## src/rtl/xs3_digit_decoder.sv

```systemverilog
// Receive side of the XS3 datapath: collects LSD-first Excess-3 digits,
// converts them to BCD and hands the packed word downstream.
module xs3_digit_decoder #(
  parameter int unsigned NDIGITS = 4,
  parameter int unsigned CW      = $clog2(NDIGITS + 1)
) (
  input  logic                 clk,
  input  logic                 rst,
  input  logic                 in_valid,
  output logic                 in_ready,
  input  logic [3:0]           in_xs3,
  input  logic                 in_last,
  output logic                 out_valid,
  input  logic                 out_ready,
  output logic [4*NDIGITS-1:0] out_bcd,
  output logic [CW-1:0]        out_count,
  output logic                 out_err
);

  localparam int unsigned IW = $clog2(NDIGITS);
  localparam int unsigned BW = 4 * NDIGITS;

  typedef enum logic {
    COLLECT = 1'b0,
    HOLD    = 1'b1
  } state_t;

  state_t          r_state;
  logic [IW-1:0]   r_idx;
  logic [BW-1:0]   r_acc;
  logic            r_err;
  logic [BW-1:0]   r_out_bcd;
  logic [CW-1:0]   r_out_count;
  logic            r_out_err;

  state_t          w_state_nxt;
  logic [IW-1:0]   w_idx_nxt;
  logic [BW-1:0]   w_acc_nxt;
  logic            w_err_nxt;
  logic [BW-1:0]   w_out_bcd_nxt;
  logic [CW-1:0]   w_out_count_nxt;
  logic            w_out_err_nxt;

  logic            w_legal;
  logic [3:0]      w_dig_bcd;
  logic [BW-1:0]   w_acc_wr;
  logic            w_final;

  // Per-digit conversion; illegal codes land as zero in their slot.
  always_comb begin
    w_legal   = (in_xs3 >= 4'd3) && (in_xs3 <= 4'd12);
    w_dig_bcd = w_legal ? (in_xs3 - 4'd3) : 4'd0;
    w_acc_wr  = r_acc;
    for (int k = 0; k < int'(NDIGITS); k++) begin
      if (IW'(k) == r_idx) w_acc_wr[4*k +: 4] = w_dig_bcd;
    end
    w_final = in_last || (r_idx == IW'(NDIGITS - 1));
  end

  // Next-state and datapath update.
  always_comb begin
    w_state_nxt     = r_state;
    w_idx_nxt       = r_idx;
    w_acc_nxt       = r_acc;
    w_err_nxt       = r_err;
    w_out_bcd_nxt   = r_out_bcd;
    w_out_count_nxt = r_out_count;
    w_out_err_nxt   = r_out_err;
    case (r_state)
      COLLECT: begin
        if (in_valid) begin
          w_acc_nxt = w_acc_wr;
          w_err_nxt = r_err | ~w_legal;
          w_idx_nxt = r_idx + IW'(1);
          if (w_final) begin
            w_state_nxt     = HOLD;
            w_out_bcd_nxt   = w_acc_wr;
            w_out_count_nxt = CW'(r_idx) + CW'(1);
            w_out_err_nxt   = r_err | ~w_legal;
          end
        end
      end
      HOLD: begin
        if (out_ready) begin
          w_state_nxt = COLLECT;
          w_idx_nxt   = '0;
          w_acc_nxt   = '0;
          w_err_nxt   = 1'b0;
        end
      end
      default: w_state_nxt = COLLECT;
    endcase
  end

  always_ff @(posedge clk) begin
    if (rst) begin
      r_state     <= COLLECT;
      r_idx       <= '0;
      r_acc       <= '0;
      r_err       <= 1'b0;
      r_out_bcd   <= '0;
      r_out_count <= '0;
      r_out_err   <= 1'b0;
    end else begin
      r_state     <= w_state_nxt;
      r_idx       <= w_idx_nxt;
      r_acc       <= w_acc_nxt;
      r_err       <= w_err_nxt;
      r_out_bcd   <= w_out_bcd_nxt;
      r_out_count <= w_out_count_nxt;
      r_out_err   <= w_out_err_nxt;
    end
  end

  assign in_ready  = (r_state == COLLECT);
  assign out_valid = (r_state == HOLD);
  assign out_bcd   = r_out_bcd;
  assign out_count = r_out_count;
  assign out_err   = r_out_err;

endmodule

```

## config.mk

```make
export PLATFORM = sky130hd
export DESIGN_NAME = xs3_digit_decoder
export DESIGN_NICKNAME = d
export VERILOG_FILES = /design/src/rtl/xs3_digit_decoder.sv
export SDC_FILE = /design/constraint.sdc
export NUM_CORES = 1
export LEC_CHECK = 0
export ABC_CLOCK_PERIOD_IN_PS = 3550
export CORE_MARGIN = 2
export CORE_UTILIZATION = 30
export DETAILED_ROUTE_END_ITERATION = 10
export GPL_TIMING_DRIVEN = 0
export PLACE_DENSITY_LB_ADDON = 0.25
export SLEW_MARGIN = 20
export SYNTH_ARGS = -nofsm -noshare
export SYNTH_HDL_FRONTEND = slang
export SYNTH_SLANG_ARGS = --single-unit
```

## constraint.sdc

```tcl
create_clock -name clk -period 3.55 [get_ports clk]
set_input_delay 1.065 -clock clk [delete_from_list [all_inputs] [get_ports clk]]
set_output_delay 1.065 -clock clk [all_outputs]
set_load 0.05 [all_outputs]
```

== Word level (Yosys, flattened, before mapping) ==
Index checks and enable logic that the tools add are counted.

* Flip-flop bits (word level): 40
* Input port bits: 9
* Output and inout port bits: 22
* Logic and storage cells: 44

* $add $sub $neg: 3
* Order comparisons: 2
* Equality and inequality tests: 6
* Multiplexer cells: 18
* Bitwise operators: 3
* Reduce and logical (&&, ||, !) cells: 5

{| class="wikitable"
|+ Operator list
! operator !! count
|-
| $mux 16 || 2
|-
| $pmux 16 s2 || 1
|-
| $mux 4 || 5
|-
| $mux 1 || 5
|-
| $eq 2x2->1 const A || 2
|-
| $ge 4x2->1 const B || 1
|-
| $le 4x4->1 const B || 1
|-
| $mux 2 || 2
|-
| $ne 2x2->1 const B || 2
|-
| $pmux 1 s2 || 2
|-
| $pmux 2 s2 || 1
|-
| $sub 4x2->4 const B || 1
|-
| $add 2x1->3 const B || 1
|-
| $reduce_and 3->1 || 1
|-
| $add 2x1->2 const B || 1
|-
| $eq 1x2->1 const A || 1
|-
| $eq 2x2->1 const B || 1
|-
| $logic_not 2->1 || 1
|-
| $not 1->1 || 2
|-
| $reduce_and 2->1 || 1
|-
| $logic_and 1x1->1 || 1
|-
| $logic_or 1x1->1 || 1
|-
| $or 1x1->1 || 1
|}

== Longest topological paths before layout ==
* Depth in word-level cells: 6
* Depth in mapped cells: 6
* Gate-level depth less buffers: 6

== Worst setup path before layout ==
Ideal clock, no wire load.

* Path type: register to output
* Start point: register r_state (netlist: out_valid)
* End point: output port in_ready
* Arrival: 1.123 ns
* Setup slack: 1.362 ns
* Cell stages (with the launch flop): 2
* Path through: dfxtp_1 -> inv_1

* Longest elaborated chain between the ends: 1

{| class="wikitable"
|+ RTL lines
! what !! line !! RTL
|-
| start, declared || 28 || <nowiki>state_t r_state;</nowiki>
|-
| start signal, assigned || 105 || <nowiki>r_state <= w_state_nxt;</nowiki>
|-
| $not 1->1 || n/a ||
|-
| end, declared || 10 || <nowiki>output logic in_ready,</nowiki>
|}

Every way passes these cells.

== Worst setup path in the final report ==
* Start point: register r_state (netlist: out_valid)
* End point: output port out_valid

{| class="wikitable"
|+ RTL lines
! what !! line !! RTL
|-
| end, declared || 13 || <nowiki>output logic out_valid,</nowiki>
|}

No word-level cell between the ends.

==> impl_metrics.json <==
{
  "outcome": "complete, no violations",
  "maxCapViolations": 0,
  "grt_pass1_wl_mm": 8.11,
  "placed_cell_area_um2": 2280,
  "fin_crit_sh_pct": 76.0,
  "drv_slew": 0,
  "setup_viol": 0,
  "diodes": 0,
  "rsz0062_at_grt": "false",
  "worst-endpoint-arrival_ns": 1.63,
  "antenna_found_initial": 0,
  "fin_area_um2": 2390,
  "cts.path.max_buffers": 2,
  "min_period_ns": 2.70,
  "worst_path_largest_cell_delay_ns": 0.86,
  "insertion_delay_ns": 0.30,
  "place_ws_ns": 0.614,
  "holdCritPathClass": "flip-flop to flip-flop",
  "min_from": "r_acc[5]",
  "initial_core_util_pct": 31.4,
  "drt_iter0_drc": 106,
  "final_nets": 263,
  "fp.dieArea_um2": 6970,
  "cp_num_cells": 1,
  "slew_headroom_pct": 58.4,
  "ant_nets": 0,
  "synth.net_count": 227,
  "htree_levels": 2,
  "final_cells": 324,
  "dp.final_hpwl_mm": 3.46,
  "ys_warn_count": 0,
  "n_fill_cell": 638,
  "path_clk_slew_ns": 0.08,
  "drive_gt1_share_pct": 10.0,
  "synth.most_common_cell": "dfxtp_1",
  "cts-buffers-inserted": 5,
  "ff2ff_setup_slack_ns": 1.60,
  "whs_ns": 0.451,
  "synth_commonest_cells": "dfxtp_1, nor2_1, nand2_1, a21oi_1",
  "dp.cells": 316,
  "gr-total-overflow": 0,
  "yosys.area.top_type_share_pct": 42.3,
  "max_freq_mhz": 370,
  "ctsRootBufferMaster": "clkbuf_8",
  "crit_path_top_delay_cell": "clkdlybuf4s50_1",
  "wire_per_inst_um": 15.5,
  "worst_pin_slew_ns": 0.624,
  "synth-edff-count": 0,
  "fp.dieH_um": 83.5,
  "pin_count": 31,
  "criticalPathCategory": "flip-flop to primary output",
  "grt_max_degree": 13,
  "crit_path_max_fanout": 8,
  "dr.pass1.iters": 4,
  "synth_cell_types": 39,
  "ys_seq_area_share_pct": 42.3,
  "critPathLaunchType": "flip-flop",
  "synthArstFlopShare_pct": 0,
  "crit_chain": "clkdlybuf4s50_1",
  "hold_depth": 2,
  "finalHoldViolCount": 0,
  "whs_endpoint": "r_acc[5]",
  "wl_mm": 5.01,
  "vdd_drop_max_v": 0.000187,
  "powerDensity_nw_per_um2": 443,
  "ctsResizeCount": 0,
  "grt_usage_pct": 14.6,
  "rr_endpoint": "r_acc[14]",
  "synthesis.instances": 212,
  "dieWidth_um": 83.5,
  "postSynthAreaPerCell_um2": 8.94,
  "gp_congestion": 0.800,
  "yosysTopAreaCell": "dfxtp_1",
  "synth-seq-cells": 40,
  "reg2reg_from": "r_idx[0]",
  "hold_buffers": 0,
  "post_cts_buffers": 0,
  "synth_area_leaders": "dfxtp_1, nor2_1, ha_1",
  "seqCellArea_um2": 801,
  "drc": 0,
  "synth_area_um2": 1890,
  "setup-tns-final_ns": 0,
  "multiInputGateArea_um2": 1000,
  "rows": 28,
  "worstPathBufferInverterCount": 1,
  "cts_tree": "built",
  "viasPerCell": 5.15,
  "ff2ff_path_depth": 5,
  "vias": 1669,
  "crit_path_end_kind": "primary output",
  "grt_pass1_vias": 1558,
  "crit_family": "buffers and inverters",
  "worstPathRequired_ns": 2.48,
  "area_growth_pct": 26.0,
  "leakagePower_nw": 0.795,
  "io_buffer_count": 29,
  "skew_ns": 0.00731,
  "fin_ws_ns": 0.850,
  "clock-sinks": 40,
  "coreArea_um2": 6030,
  "yosys_most_used_dff": "dfxtp_1"
}
flip-flops by register name (all words and copies together), names as in the netlist:
name,cells
out_err,1
r_err,1
r_acc,16
out_bcd,16
r_idx,2
out_valid,1
out_count,3
per-stage QoR:
stage | utilization (%) | total power [mW]
after floorplan | - | 0.624
after global placement | 37.8 | 0.692
after detailed placement | 37.8 | 0.693
after CTS | 39.6 | 1.06
after global routing | 39.6 | 1.10
final | 39.6 | 1.06
cell type report:
| type | count | area share, % |
|---|---|---|
| multi-input combinational | 151 | 41.9 |
| sequential | 40 | 33.6 |
| timing repair buffer | 29 | 12.2 |
| tap | 75 | 3.93 |
| buffer | 16 | 3.15 |
| clock buffer | 6 | 3.04 |
| clock inverter | 2 | 1.47 |
| inverter | 5 | 0.787 |
worst max path at each step:
stage	startpoint	endpoint	slack (ns)
final	out_valid	out_valid	0.85
after detailed placement	in_xs3[0]	out_bcd[13]	0.61
after CTS	out_valid	out_valid	0.83
after floorplan	out_valid	in_ready	1.36
after global routing	out_valid	out_valid	0.79
after global placement	in_xs3[0]	out_bcd[13]	0.62
cell usage in the layout, fill, tap and decap left out, types with 6 or more instances in the layout:
master           instances
nand2_1                 17
a211oi_1                 6
nor2_1                  31
ha_1                     6
a21oi_1                 11
nand3b_1                 9
a32oi_1                  8
clkdlybuf4s50_1         29
o21ai_1                  6
dfxtp_1                 40
o211ai_1                 7
clkbuf_1                10
logic make-up after synthesis:
logic type,synth area share [%]
and+or+nand+nor,23.2
AOI/OAI and AO/OA,22.9
DFF,42.3
buffers and inverters,4.95
adders and majority gates,3.96
muxes,2.71
power by group:
part           switching, mW  internal (mW)
logic                  0.137         0.0685
clock network          0.166          0.209
registers             0.0112          0.466
total                  0.314          0.743
metal layers:
metal | vias up | part of all wire, % | track usage (%)
met2 | 34 | 44 | 22.1
met5 | - | 0 | 0
li1 | 841 | - | -
met4 | 0 | 2.2 | 6.01
met3 | 12 | 4.0 | 3.17
met1 | 782 | 50 | 20.0
(Power assumes the default switching activity.)
